## src/rtl/pqr5_core_pkg.sv

```systemverilog
// pqr5 core shared types: ALU opcodes, operand selects and issue-stage state.
`default_nettype none

package pqr5_core_pkg;

    localparam logic [3:0] ALU_ADD  = 4'd0;
    localparam logic [3:0] ALU_SUB  = 4'd1;
    localparam logic [3:0] ALU_AND  = 4'd2;
    localparam logic [3:0] ALU_OR   = 4'd3;
    localparam logic [3:0] ALU_XOR  = 4'd4;
    localparam logic [3:0] ALU_SLL  = 4'd5;
    localparam logic [3:0] ALU_SRL  = 4'd6;
    localparam logic [3:0] ALU_SRA  = 4'd7;
    localparam logic [3:0] ALU_SLT  = 4'd8;
    localparam logic [3:0] ALU_SLTU = 4'd9;

    typedef enum logic [1:0] {
        OP0_RS0  = 2'd0,
        OP0_PC   = 2'd1,
        OP0_ZERO = 2'd2
    } op0_sel_t;

    typedef enum logic {
        OP1_RS1 = 1'b0,
        OP1_IMM = 1'b1
    } op1_sel_t;

    typedef enum logic {
        RUN  = 1'b0,
        HOLD = 1'b1
    } issue_state_t;

endpackage

`default_nettype wire

```

## src/rtl/alu_issue_opnd_fwd_mux.sv

```systemverilog
// opnd_fwd_mux: resolves one source register against the EXU and WB result taps.
`default_nettype none

module opnd_fwd_mux #(
    parameter int XLEN    = 32,
    parameter int RADDR_W = 5
) (
    input  logic [RADDR_W-1:0] addr,
    input  logic [XLEN-1:0]    rf_data,
    input  logic [RADDR_W-1:0] ex_rdt_addr,
    input  logic               ex_rdt_en,
    input  logic               ex_is_load,
    input  logic [XLEN-1:0]    exu_data,
    input  logic [RADDR_W-1:0] wb_rdt_addr,
    input  logic               wb_rdt_en,
    input  logic [XLEN-1:0]    wb_data,
    output logic [XLEN-1:0]    value
);

    // A load in EX has no data yet; the hazard logic stalls instead of forwarding it.
    always_comb begin
        if (addr == '0) begin
            value = '0;
        end else if (ex_rdt_en && (ex_rdt_addr == addr) && !ex_is_load) begin
            value = exu_data;
        end else if (wb_rdt_en && (wb_rdt_addr == addr)) begin
            value = wb_data;
        end else begin
            value = rf_data;
        end
    end

endmodule

`default_nettype wire

```

## src/rtl/alu_issue.sv

```systemverilog
// alu_issue: registered ALU operand issue stage with forwarding and load-use bubbling.
`default_nettype none

module alu_issue
    import pqr5_core_pkg::*;
#(
    parameter int XLEN    = 32,
    parameter int RADDR_W = 5
) (
    input  logic               clk,
    input  logic               aresetn,
    input  logic               i_stall,
    input  logic               i_bubble,
    input  logic [3:0]         i_opcode,
    input  logic [RADDR_W-1:0] i_rs0_addr,
    input  logic [RADDR_W-1:0] i_rs1_addr,
    input  logic [XLEN-1:0]    i_rs0_data,
    input  logic [XLEN-1:0]    i_rs1_data,
    input  logic [XLEN-1:0]    i_pc,
    input  logic [XLEN-1:0]    i_imm,
    input  logic [1:0]         i_op0_sel,
    input  logic               i_op1_sel,
    input  logic [RADDR_W-1:0] i_rdt_addr,
    input  logic               i_rdt_en,
    input  logic               i_is_load,
    input  logic [XLEN-1:0]    i_exu_data,
    input  logic [RADDR_W-1:0] i_wb_rdt_addr,
    input  logic               i_wb_rdt_en,
    input  logic [XLEN-1:0]    i_wb_data,
    output logic [XLEN-1:0]    o_op0,
    output logic [XLEN-1:0]    o_op1,
    output logic [3:0]         o_opcode,
    output logic               o_bubble,
    output logic [RADDR_W-1:0] o_rdt_addr,
    output logic               o_rdt_en,
    output logic               o_stall_up
);

    issue_state_t       state;
    issue_state_t       state_nxt;
    logic [XLEN-1:0]    rs0_fwd;
    logic [XLEN-1:0]    rs1_fwd;
    logic [XLEN-1:0]    op0_val;
    logic [XLEN-1:0]    op1_val;
    logic [RADDR_W-1:0] ex_rdt_addr;
    logic               ex_rdt_en;
    logic               ex_is_load;
    logic               use0;
    logic               use1;
    logic               sel_bad;
    logic               slot_bubble;
    logic               load_use;
    logic               issue_bubble;

    opnd_fwd_mux #(.XLEN(XLEN), .RADDR_W(RADDR_W)) u_fwd_rs0 (
        .addr        (i_rs0_addr),
        .rf_data     (i_rs0_data),
        .ex_rdt_addr (ex_rdt_addr),
        .ex_rdt_en   (ex_rdt_en),
        .ex_is_load  (ex_is_load),
        .exu_data    (i_exu_data),
        .wb_rdt_addr (i_wb_rdt_addr),
        .wb_rdt_en   (i_wb_rdt_en),
        .wb_data     (i_wb_data),
        .value       (rs0_fwd)
    );

    opnd_fwd_mux #(.XLEN(XLEN), .RADDR_W(RADDR_W)) u_fwd_rs1 (
        .addr        (i_rs1_addr),
        .rf_data     (i_rs1_data),
        .ex_rdt_addr (ex_rdt_addr),
        .ex_rdt_en   (ex_rdt_en),
        .ex_is_load  (ex_is_load),
        .exu_data    (i_exu_data),
        .wb_rdt_addr (i_wb_rdt_addr),
        .wb_rdt_en   (i_wb_rdt_en),
        .wb_data     (i_wb_data),
        .value       (rs1_fwd)
    );

    always_comb begin
        op0_val = '0;
        sel_bad = 1'b0;
        case (i_op0_sel)
            OP0_RS0:  op0_val = rs0_fwd;
            OP0_PC:   op0_val = i_pc;
            OP0_ZERO: op0_val = '0;
            default:  sel_bad = 1'b1;
        endcase
        op1_val = (i_op1_sel == OP1_IMM) ? i_imm : rs1_fwd;
    end

    assign use0        = (i_op0_sel == OP0_RS0);
    assign use1        = (i_op1_sel == OP1_RS1);
    assign slot_bubble = i_bubble | sel_bad;

    assign load_use = !slot_bubble && ex_rdt_en && ex_is_load && (ex_rdt_addr != '0)
                      && ((use0 && (i_rs0_addr == ex_rdt_addr))
                       || (use1 && (i_rs1_addr == ex_rdt_addr)));

    // HOLD lasts one cycle: the load has reached WB, so the held slot re-issues via WB forwarding.
    always_comb begin
        state_nxt    = state;
        issue_bubble = slot_bubble;
        case (state)
            RUN: begin
                if (load_use) begin
                    issue_bubble = 1'b1;
                    state_nxt    = HOLD;
                end
            end
            HOLD:    state_nxt = RUN;
            default: state_nxt = RUN;
        endcase
    end

    assign o_stall_up = i_stall | ((state == RUN) && load_use);

    always_ff @(posedge clk or negedge aresetn) begin
        if (!aresetn) begin
            state       <= RUN;
            o_op0       <= '0;
            o_op1       <= '0;
            o_opcode    <= '0;
            o_bubble    <= 1'b1;
            ex_rdt_addr <= '0;
            ex_rdt_en   <= 1'b0;
            ex_is_load  <= 1'b0;
        end else if (!i_stall) begin
            state       <= state_nxt;
            o_op0       <= op0_val;
            o_op1       <= op1_val;
            o_opcode    <= i_opcode;
            o_bubble    <= issue_bubble;
            ex_rdt_addr <= i_rdt_addr;
            ex_rdt_en   <= i_rdt_en & ~issue_bubble;
            ex_is_load  <= i_is_load & ~issue_bubble;
        end
    end

    assign o_rdt_addr = ex_rdt_addr;
    assign o_rdt_en   = ex_rdt_en;

endmodule

`default_nettype wire

```

## config.mk

```make
export PLATFORM = sky130hd
export DESIGN_NAME = alu_issue
export DESIGN_NICKNAME = d
export VERILOG_FILES = /design/src/rtl/pqr5_core_pkg.sv /design/src/rtl/alu_issue_opnd_fwd_mux.sv /design/src/rtl/alu_issue.sv
export SDC_FILE = /design/constraint.sdc
export NUM_CORES = 1
export LEC_CHECK = 0
export BUFFER_PORTS_ARGS = -buffer_cell sky130_fd_sc_hd__buf_2
export CORE_MARGIN = 3
export CORE_UTILIZATION = 41
export CTS_BUF_LIST = sky130_fd_sc_hd__clkbuf_2 sky130_fd_sc_hd__clkbuf_4 sky130_fd_sc_hd__clkbuf_8
export CTS_CLUSTER_DIAMETER = 50
export CTS_CLUSTER_SIZE = 12
export DETAILED_ROUTE_END_ITERATION = 6
export GPL_ROUTABILITY_DRIVEN = 1
export PLACE_DENSITY = 0.76
export SKIP_LAST_GASP = 1
export SLEW_MARGIN = 15
export SYNTH_ARGS = -nofsm -noshare
export SYNTH_HDL_FRONTEND = slang
export SYNTH_SLANG_ARGS = --single-unit
export TNS_END_PERCENT = 100
```

## constraint.sdc

```tcl
create_clock -name clk -period 4.37 [get_ports clk]
set_input_delay 0.437 -clock clk [delete_from_list [all_inputs] [get_ports clk]]
set_output_delay 0.437 -clock clk [all_outputs]
set_load 0.01 [all_outputs]
```

==> results of run 1 <==
cell type report:
type	instances	area [sq um]
multi-input cells	451	3040
fillers	1200	5230
inverters	2	7.51
clock inverters	2	35.0
clock buffers	12	153
well taps	168	210
repair buffers	314	1610
flip-flops and latches	77	1930
synthesized netlist by cell type (3+ instances only):
| cell | instances |
|---|---|
| sky130_fd_sc_hd__a22oi_1 | 3 |
| sky130_fd_sc_hd__nand2_1 | 37 |
| sky130_fd_sc_hd__dfrtp_1 | 76 |
| sky130_fd_sc_hd__a221o_1 | 90 |
| sky130_fd_sc_hd__nor3_1 | 5 |
| sky130_fd_sc_hd__o21ai_0 | 33 |
| sky130_fd_sc_hd__clkbuf_1 | 60 |
| sky130_fd_sc_hd__or3_1 | 3 |
| sky130_fd_sc_hd__nand3_1 | 34 |
| sky130_fd_sc_hd__o31ai_1 | 3 |
| sky130_fd_sc_hd__a221o_2 | 3 |
| sky130_fd_sc_hd__buf_2 | 4 |
| sky130_fd_sc_hd__and2_1 | 32 |
| sky130_fd_sc_hd__xnor2_1 | 18 |
| sky130_fd_sc_hd__a221oi_1 | 3 |
| sky130_fd_sc_hd__mux2_2 | 9 |
| sky130_fd_sc_hd__a31oi_1 | 29 |
| sky130_fd_sc_hd__nor2_1 | 69 |
| sky130_fd_sc_hd__o41ai_1 | 29 |
| sky130_fd_sc_hd__a21oi_1 | 33 |
| sky130_fd_sc_hd__buf_6 | 4 |
power breakdown:
group	leakage, uW	internal (uW)	switching [uW]
Clock	0.0000991	286	282
Sequential	0.000968	786	51.3
Combinational	0.00223	260	351
Total	0.00330	1330	684
worst min-delay path by stage:
stage / from / cells after the start / slack, ps / end
2_1_floorplan: aresetn / 0 / 140 / ex_is_load$_DFFE_PN0N_
3_3_place_gp: state$_DFFE_PN0N_ / 2 / 470 / state$_DFFE_PN0N_
3_5_place_dp: state$_DFFE_PN0N_ / 2 / 480 / state$_DFFE_PN0N_
4_1_cts: aresetn / 1 / 260 / o_op1[0]$_DFFE_PN0N_
5_1_grt: i_pc[24] / 2 / 270 / o_op0[24]$_DFFE_PN0N_
6_report: aresetn / 1 / 230 / o_op0[0]$_DFFE_PN0N_
layout by cell type (no fill, tap or decap), types with 2 or more instances in the layout:
cell type / synthesis / routed
sky130_fd_sc_hd__inv_1: 2 / 2
sky130_fd_sc_hd__clkbuf_4: 0 / 2
sky130_fd_sc_hd__mux2_2: 9 / 9
sky130_fd_sc_hd__xnor2_1: 18 / 18
sky130_fd_sc_hd__buf_2: 4 / 299
sky130_fd_sc_hd__o31ai_1: 3 / 3
sky130_fd_sc_hd__or4_1: 2 / 2
sky130_fd_sc_hd__o41ai_1: 29 / 29
sky130_fd_sc_hd__nand2_1: 37 / 37
sky130_fd_sc_hd__and2_1: 32 / 32
sky130_fd_sc_hd__or3_1: 3 / 3
sky130_fd_sc_hd__xor2_1: 2 / 2
sky130_fd_sc_hd__nor3_1: 5 / 4
sky130_fd_sc_hd__a221o_2: 3 / 3
sky130_fd_sc_hd__nor2_4: 0 / 2
sky130_fd_sc_hd__a221o_1: 90 / 90
sky130_fd_sc_hd__dfrtp_1: 76 / 76
sky130_fd_sc_hd__nor2_1: 69 / 66
sky130_fd_sc_hd__buf_4: 0 / 15
sky130_fd_sc_hd__a32o_1: 2 / 2
sky130_fd_sc_hd__a21oi_1: 33 / 33
sky130_fd_sc_hd__a22oi_1: 3 / 3
sky130_fd_sc_hd__o21ai_0: 33 / 33
sky130_fd_sc_hd__a221oi_1: 3 / 3
sky130_fd_sc_hd__clkbuf_8: 0 / 10
sky130_fd_sc_hd__nand3_1: 34 / 33
sky130_fd_sc_hd__nor4_1: 2 / 2
sky130_fd_sc_hd__a31oi_1: 29 / 29
flip-flops by register name, indices dropped and copies added, names as in the netlist:
| register | count |
|---|---|
| o_op0 | 32 |
| o_op1 | 32 |
| o_rdt_addr | 5 |
| o_opcode | 4 |
| ex_is_load | 1 |
| o_bubble | 1 |
| o_rdt_en | 1 |
| state | 1 |
cell families after synthesis:
logic type,synth area share (%)
multiplexers,1.94
XOR/XNOR,3.36
buffers and inverters,5.85
AO/OA/AOI/OAI,35.0
AND/OR/NAND/NOR,16.8
flip-flops,37.0
critical path: stages, from the launching register on:
cell	delay, ps
sky130_fd_sc_hd__dfrtp_1	440
sky130_fd_sc_hd__xnor2_1	190
sky130_fd_sc_hd__nand3_2	90
sky130_fd_sc_hd__buf_4	280
sky130_fd_sc_hd__nor4_1	300
sky130_fd_sc_hd__o221ai_1	260
sky130_fd_sc_hd__nand2b_1	140
sky130_fd_sc_hd__buf_2	130
layer usage:
| layer | track usage, % | up-vias | part of all wire [%] |
|---|---|---|---|
| li1 | - | 2852 | - |
| met1 | 39.8 | 3056 | 38 |
| met2 | 51.9 | 510 | 48 |
| met3 | 8.66 | 62 | 11 |
| met4 | 11.4 | 0 | 3.2 |
| met5 | 0 | - | 0 |
metrics by stage:
step                hold WS (ps)  util, %  area (sq um)
global route                 266     57.2          6980
global placement             466     55.7          6800
finish                       234     57.2          6980
detailed placement           484     55.7          6800
floorplan                    141        -          5220
CTS                          258     57.2          6980
==> run_results.csv, run 1 <==
group,metric,value,unit
worst_setup_path,worstSetupEndpoint,"o_stall_up",
synth,synth.yosys.seq_area_share,37.0,%
synth,synthesis.nets,826,
clock_network,cts-resized-gates,0,
pwr,static-leakage-power,0.00330,uW
finish,layout-area-overhead-vs-synth,33.9,%
synth,post_synth_num_cell_types,37,
worst_setup_path,critical_path.max_fanout,33,
timing,period_minus_slack,2640,ps
timing,finalCritPeriodShare,60.5,%
place,dp_hpwl,15800,um
synth,async_flop_share,100,%
synth,number_of_enable_flip_flop_cells_after_synthesis,0,
global_route,total_routing_resource_utilization_after_global_routing,31.6,%
finish,nets,1081,
worst_setup_path,critPathLaunchType,"flop",
synth,syn_area_per_cell,8.69,sq um
global_route,globalRouteOverflowTotal,0,
finish,insertedDiodeCount,0,
timing,fin_setup_tns,0,ps
drt,routed_wire_length_per_instance,22.6,um
clock_network,htree_num_levels,3,
worst_setup_path,reg2reg_launch_point,"o_rdt_addr[1]$_DFFE_PN0N_",
clock_network,hold_buffers,0,
worst_setup_path,worstSetupPathType,"reg -> out",
drt,initialDrtViolationCount,905,
global_route,grt_pass1_wl,35200,um
pwr,total_power,2020,uW
floorplan,dieArea,14100,sq um
drt,route.final.wire_length,23200,um
synth,ys_seq_elements,77,
worst_setup_path,rrSetupSlack,1860,ps
outcome,status,"finished clean",
synth,synthesis.instances,600,
synth,yosysTopAreaCell,"sky130_fd_sc_hd__dfrtp_1",
finish,layout-drive-gt1-share,40.9,%
place,replace_congestion,0.905,
timing,final.setup.worst_slack,1730,ps
timing,grt_setup_unrepaired,"false",
worst_setup_path,critical_path.reg2reg.endpoint,"o_op0[30]$_DFFE_PN0N_",
place,pre_cts_slack,1690,ps
floorplan,die_y,119,um
floorplan,num_rows,40,
global_route,maximum_number_of_pins_on_one_net_before_global_route_repair,78,
timing,finalSetupViolCount,0,
worst_setup_path,worstPathArrival,2210,ps
clock_network,worst_setup_hold_path_clk_slew,80,ps
worst_setup_path,worstSetupEndpointType,"primary output",
clock_network,post_cts.repair.setup_buffers,0,
drt,drt_pre_antenna_iters,6,
clock_network,clock_sinks,77,
worst_setup_path,reg2reg_depth,7,
floorplan,die_w,119,um
synth,syn-cell-area,5220,sq um
global_route,antenna_found_initial,0,
timing,worst-slew-pin-transition,1130,ps
clock_network,clk-insertion-delay-late,380,ps
place,placedCellCount,1012,
min_path,min_path_type,"in -> async",
synth,ys_top_cells_by_area,"sky130_fd_sc_hd__dfrtp_1, sky130_fd_sc_hd__a221o_1, sky130_fd_sc_hd__nor2_1",
floorplan,initial_core_util,42.7,%
timing,timing_hold_violations_final,0,
clock_network,cts.path.max_buffers,2,
global_route,vias_in_the_first_global_route,6284,
place,numPortBuffers,301,
worst_setup_path,startpoint,"o_rdt_addr[1]$_DFFE_PN0N_",
worst_setup_path,cp.required,3930,ps
timing,maxSlewHeadroom,24.4,%
synth,synth-warning-count,0,
timing,final.setup_skew,9.00,ps
timing,final-max-slew-violation-count,0,
synth,synth_top_area_share,36.5,%
pwr,ir_drop,0.195,mV
synth,dominantRegCellSynth,"sky130_fd_sc_hd__dfrtp_1",
clock_network,ctsRootBufferMaster,"sky130_fd_sc_hd__clkbuf_8",
finish,final_cells,1026,
pwr,p_per_area,289,nW/um^2
clock_network,tritoncts,"done",
flow_run,timing.max_cap.violations,0,
clock_network,numCtsBuffers,9,
drt,vias,6480,
drt,final_antenna_net_count,0,
drt,post-route-drc-count,0,
drt,drt-vias-per-instance,6.32,
floorplan,fp.coreArea,12200,sq um
timing,fmaxAchievable,378,MHz
floorplan,num_io_pins,302,
No activity file was read; power rests on OpenSTA's default activity.
==> inputs of run 2 (changes only) <==
PLACE_DENSITY = 0.79   (was 0.76)
clock period = 2.1 ns   (was 4.37 ns; I/O delays follow)
==> run_results.csv, run 2 (synthesized netlist as in run 1, its figures left out) <==
group,metric,value,unit
timing,fin_setup_tns,0,ps
global_route,grt_pass1_wl,35300,um
clock_network,cts.path.max_buffers,2,
global_route,globalRouteOverflowTotal,0,
floorplan,initial_core_util,42.7,%
clock_network,tritoncts,"done",
worst_setup_path,reg2reg_depth,6,
global_route,total_routing_resource_utilization_after_global_routing,31.5,%
floorplan,fp.coreArea,12200,sq um
timing,fin_hold_ws,61.1,ps
clock_network,worst_setup_hold_path_clk_slew,80,ps
floorplan,num_io_pins,302,
finish,layout-drive-gt1-share,43.8,%
finish,layout-area-overhead-vs-synth,39.6,%
drt,drt-vias-per-instance,6.24,
timing,worst-slew-pin-transition,869,ps
min_path,min_path_type,"in -> reg",
worst_setup_path,critical_path.max_fanout,5,
drt,vias,6565,
timing,timing_hold_violations_final,0,
outcome,status,"finished clean",
finish,n_fill_cell,1149,
pwr,ir_drop,0.347,mV
timing,final-max-slew-violation-count,0,
place,post_dp_cell_area,7020,sq um
finish,multi_input_comb_area,3110,sq um
pwr,sequentialPowerShare,42.2,%
place,replace_congestion,0.898,
clock_network,clk-insertion-delay-late,370,ps
floorplan,dieArea,14100,sq um
pwr,clkPwrFrac,25.6,%
worst_setup_path,cp.required,1890,ps
worst_setup_path,critPathLaunchType,"flop",
pwr,switching_share,34.1,%
drt,final_antenna_net_count,0,
pwr,total_power,4140,uW
pwr,net-switching-power,1410,uW
min_path,hold_path_depth,2,
drt,initialDrtViolationCount,903,
pwr,p_per_area,568,nW/um^2
floorplan,die_y,119,um
drt,route.final.wire_length,23000,um
timing,final.setup_skew,10.6,ps
place,numPortBuffers,301,
global_route,maximum_number_of_pins_on_one_net_before_global_route_repair,49,
timing,finalCritPeriodShare,96.2,%
drt,routed_wire_length_per_instance,21.8,um
timing,finalSetupViolCount,0,
clock_network,clock_sinks,77,
clock_network,numCtsBuffers,9,
timing,fmaxAchievable,495,MHz
pwr,internal-power,2720,uW
pwr,power.share.combinational,32.3,%
global_route,vias_in_the_first_global_route,6436,
timing,period_minus_slack,2020,ps
drt,post-route-drc-count,0,
worst_setup_path,worstSetupEndpointType,"primary output",
worst_setup_path,worstSetupPathType,"reg -> out",
finish,final_common_cell,"sky130_fd_sc_hd__buf_2",
flow_run,timing.max_cap.violations,0,
clock_network,ctsRootBufferMaster,"sky130_fd_sc_hd__clkbuf_8",
pwr,static-leakage-power,0.00345,uW
finish,nets,1106,
floorplan,num_rows,40,
timing,maxSlewHeadroom,41.9,%
worst_setup_path,worstPathArrival,1810,ps
clock_network,htree_num_levels,3,
place,dp_hpwl,17000,um
timing,grt_setup_unrepaired,"false",
global_route,antenna_found_initial,2,
finish,final_area,7280,sq um
finish,ff_latch_area,1930,sq um
finish,most-common-layout-cells,"sky130_fd_sc_hd__buf_2, sky130_fd_sc_hd__a221o_1, sky130_fd_sc_hd__dfrtp_1",
floorplan,die_w,119,um
drt,drt_pre_antenna_iters,5,
-- run 2: worst paths after layout --
| kind | from | to | slack, ps |
|---|---|---|---|
| min | i_pc[16] | o_op0[16]$_DFFE_PN0N_ | 60 |
| min reg2reg | o_bubble$_DFFE_PN1N_ | o_bubble$_DFFE_PN1N_ | 510 |
| min in group asynchronous | aresetn | o_op0[24]$_DFFE_PN0N_ | 370 |
| max in group asynchronous | aresetn | o_bubble$_DFFE_PN1N_ | 1050 |
| max reg2reg | o_rdt_addr[0]$_DFFE_PN0N_ | o_op0[26]$_DFFE_PN0N_ | 130 |
| max | o_rdt_addr[1]$_DFFE_PN0N_ | o_stall_up | 80 |
-- run 2: through the flow --
stage	cells	worst slack (ps)	util [%]
detailed placement	1035	49.1	57.5
CTS	1051	31.7	59.2
global route	1051	9.64	59.6
floorplan	600	296	-
finish	1052	80.8	59.6
global placement	1035	99.6	57.5
-- run 2: final cells by class --
cell class / count / share of cell area (%)
multi-input combinational: 451 / 42.7
sequential: 77 / 26.5
timing repair buffer: 339 / 25.4
tap: 168 / 2.89
clock buffer: 12 / 2.18
clock inverter: 2 / 0.137
inverter: 2 / 0.103
antenna: 1 / 0.0344
-- run 2: power groups by stage --
stage	Clock, uW	Combinational, uW	Sequential, uW
after CTS	1070	1300	1740
final	1060	1330	1740
after detailed placement	0	1300	1760
after global placement	0	1280	1760
after global routing	1140	1430	1760
after floorplan	0	560	1820
-- run 2: worst max-delay path, stage by stage (launching register included) --
cell and delay, ps:
sky130_fd_sc_hd__dfrtp_2 460, sky130_fd_sc_hd__or4_4 550, sky130_fd_sc_hd__o221ai_2 210, sky130_fd_sc_hd__nand2b_1 70, sky130_fd_sc_hd__buf_2 140
-- run 2: routing by layer --
| metal | wire, um | vias up | global-route usage, % |
|---|---|---|---|
| met5 | 11 | - | 0 |
| met4 | 608 | 2 | 11.8 |
| met3 | 2430 | 56 | 6.65 |
| met2 | 11000 | 502 | 52.9 |
| met1 | 8950 | 3111 | 39.8 |
| li1 | - | 2894 | - |
-- run 2: timing repair --
item | in CTS | in global routing
hold buffers | 1 | 0
endpoints found under the hold margin | 34 | 0
pin swaps | 1 | 2
buffers inserted | 1 | 0
gates resized for setup | 3 | 10
endpoints found under the setup margin | 1 | 5
gates cloned | 0 | 0
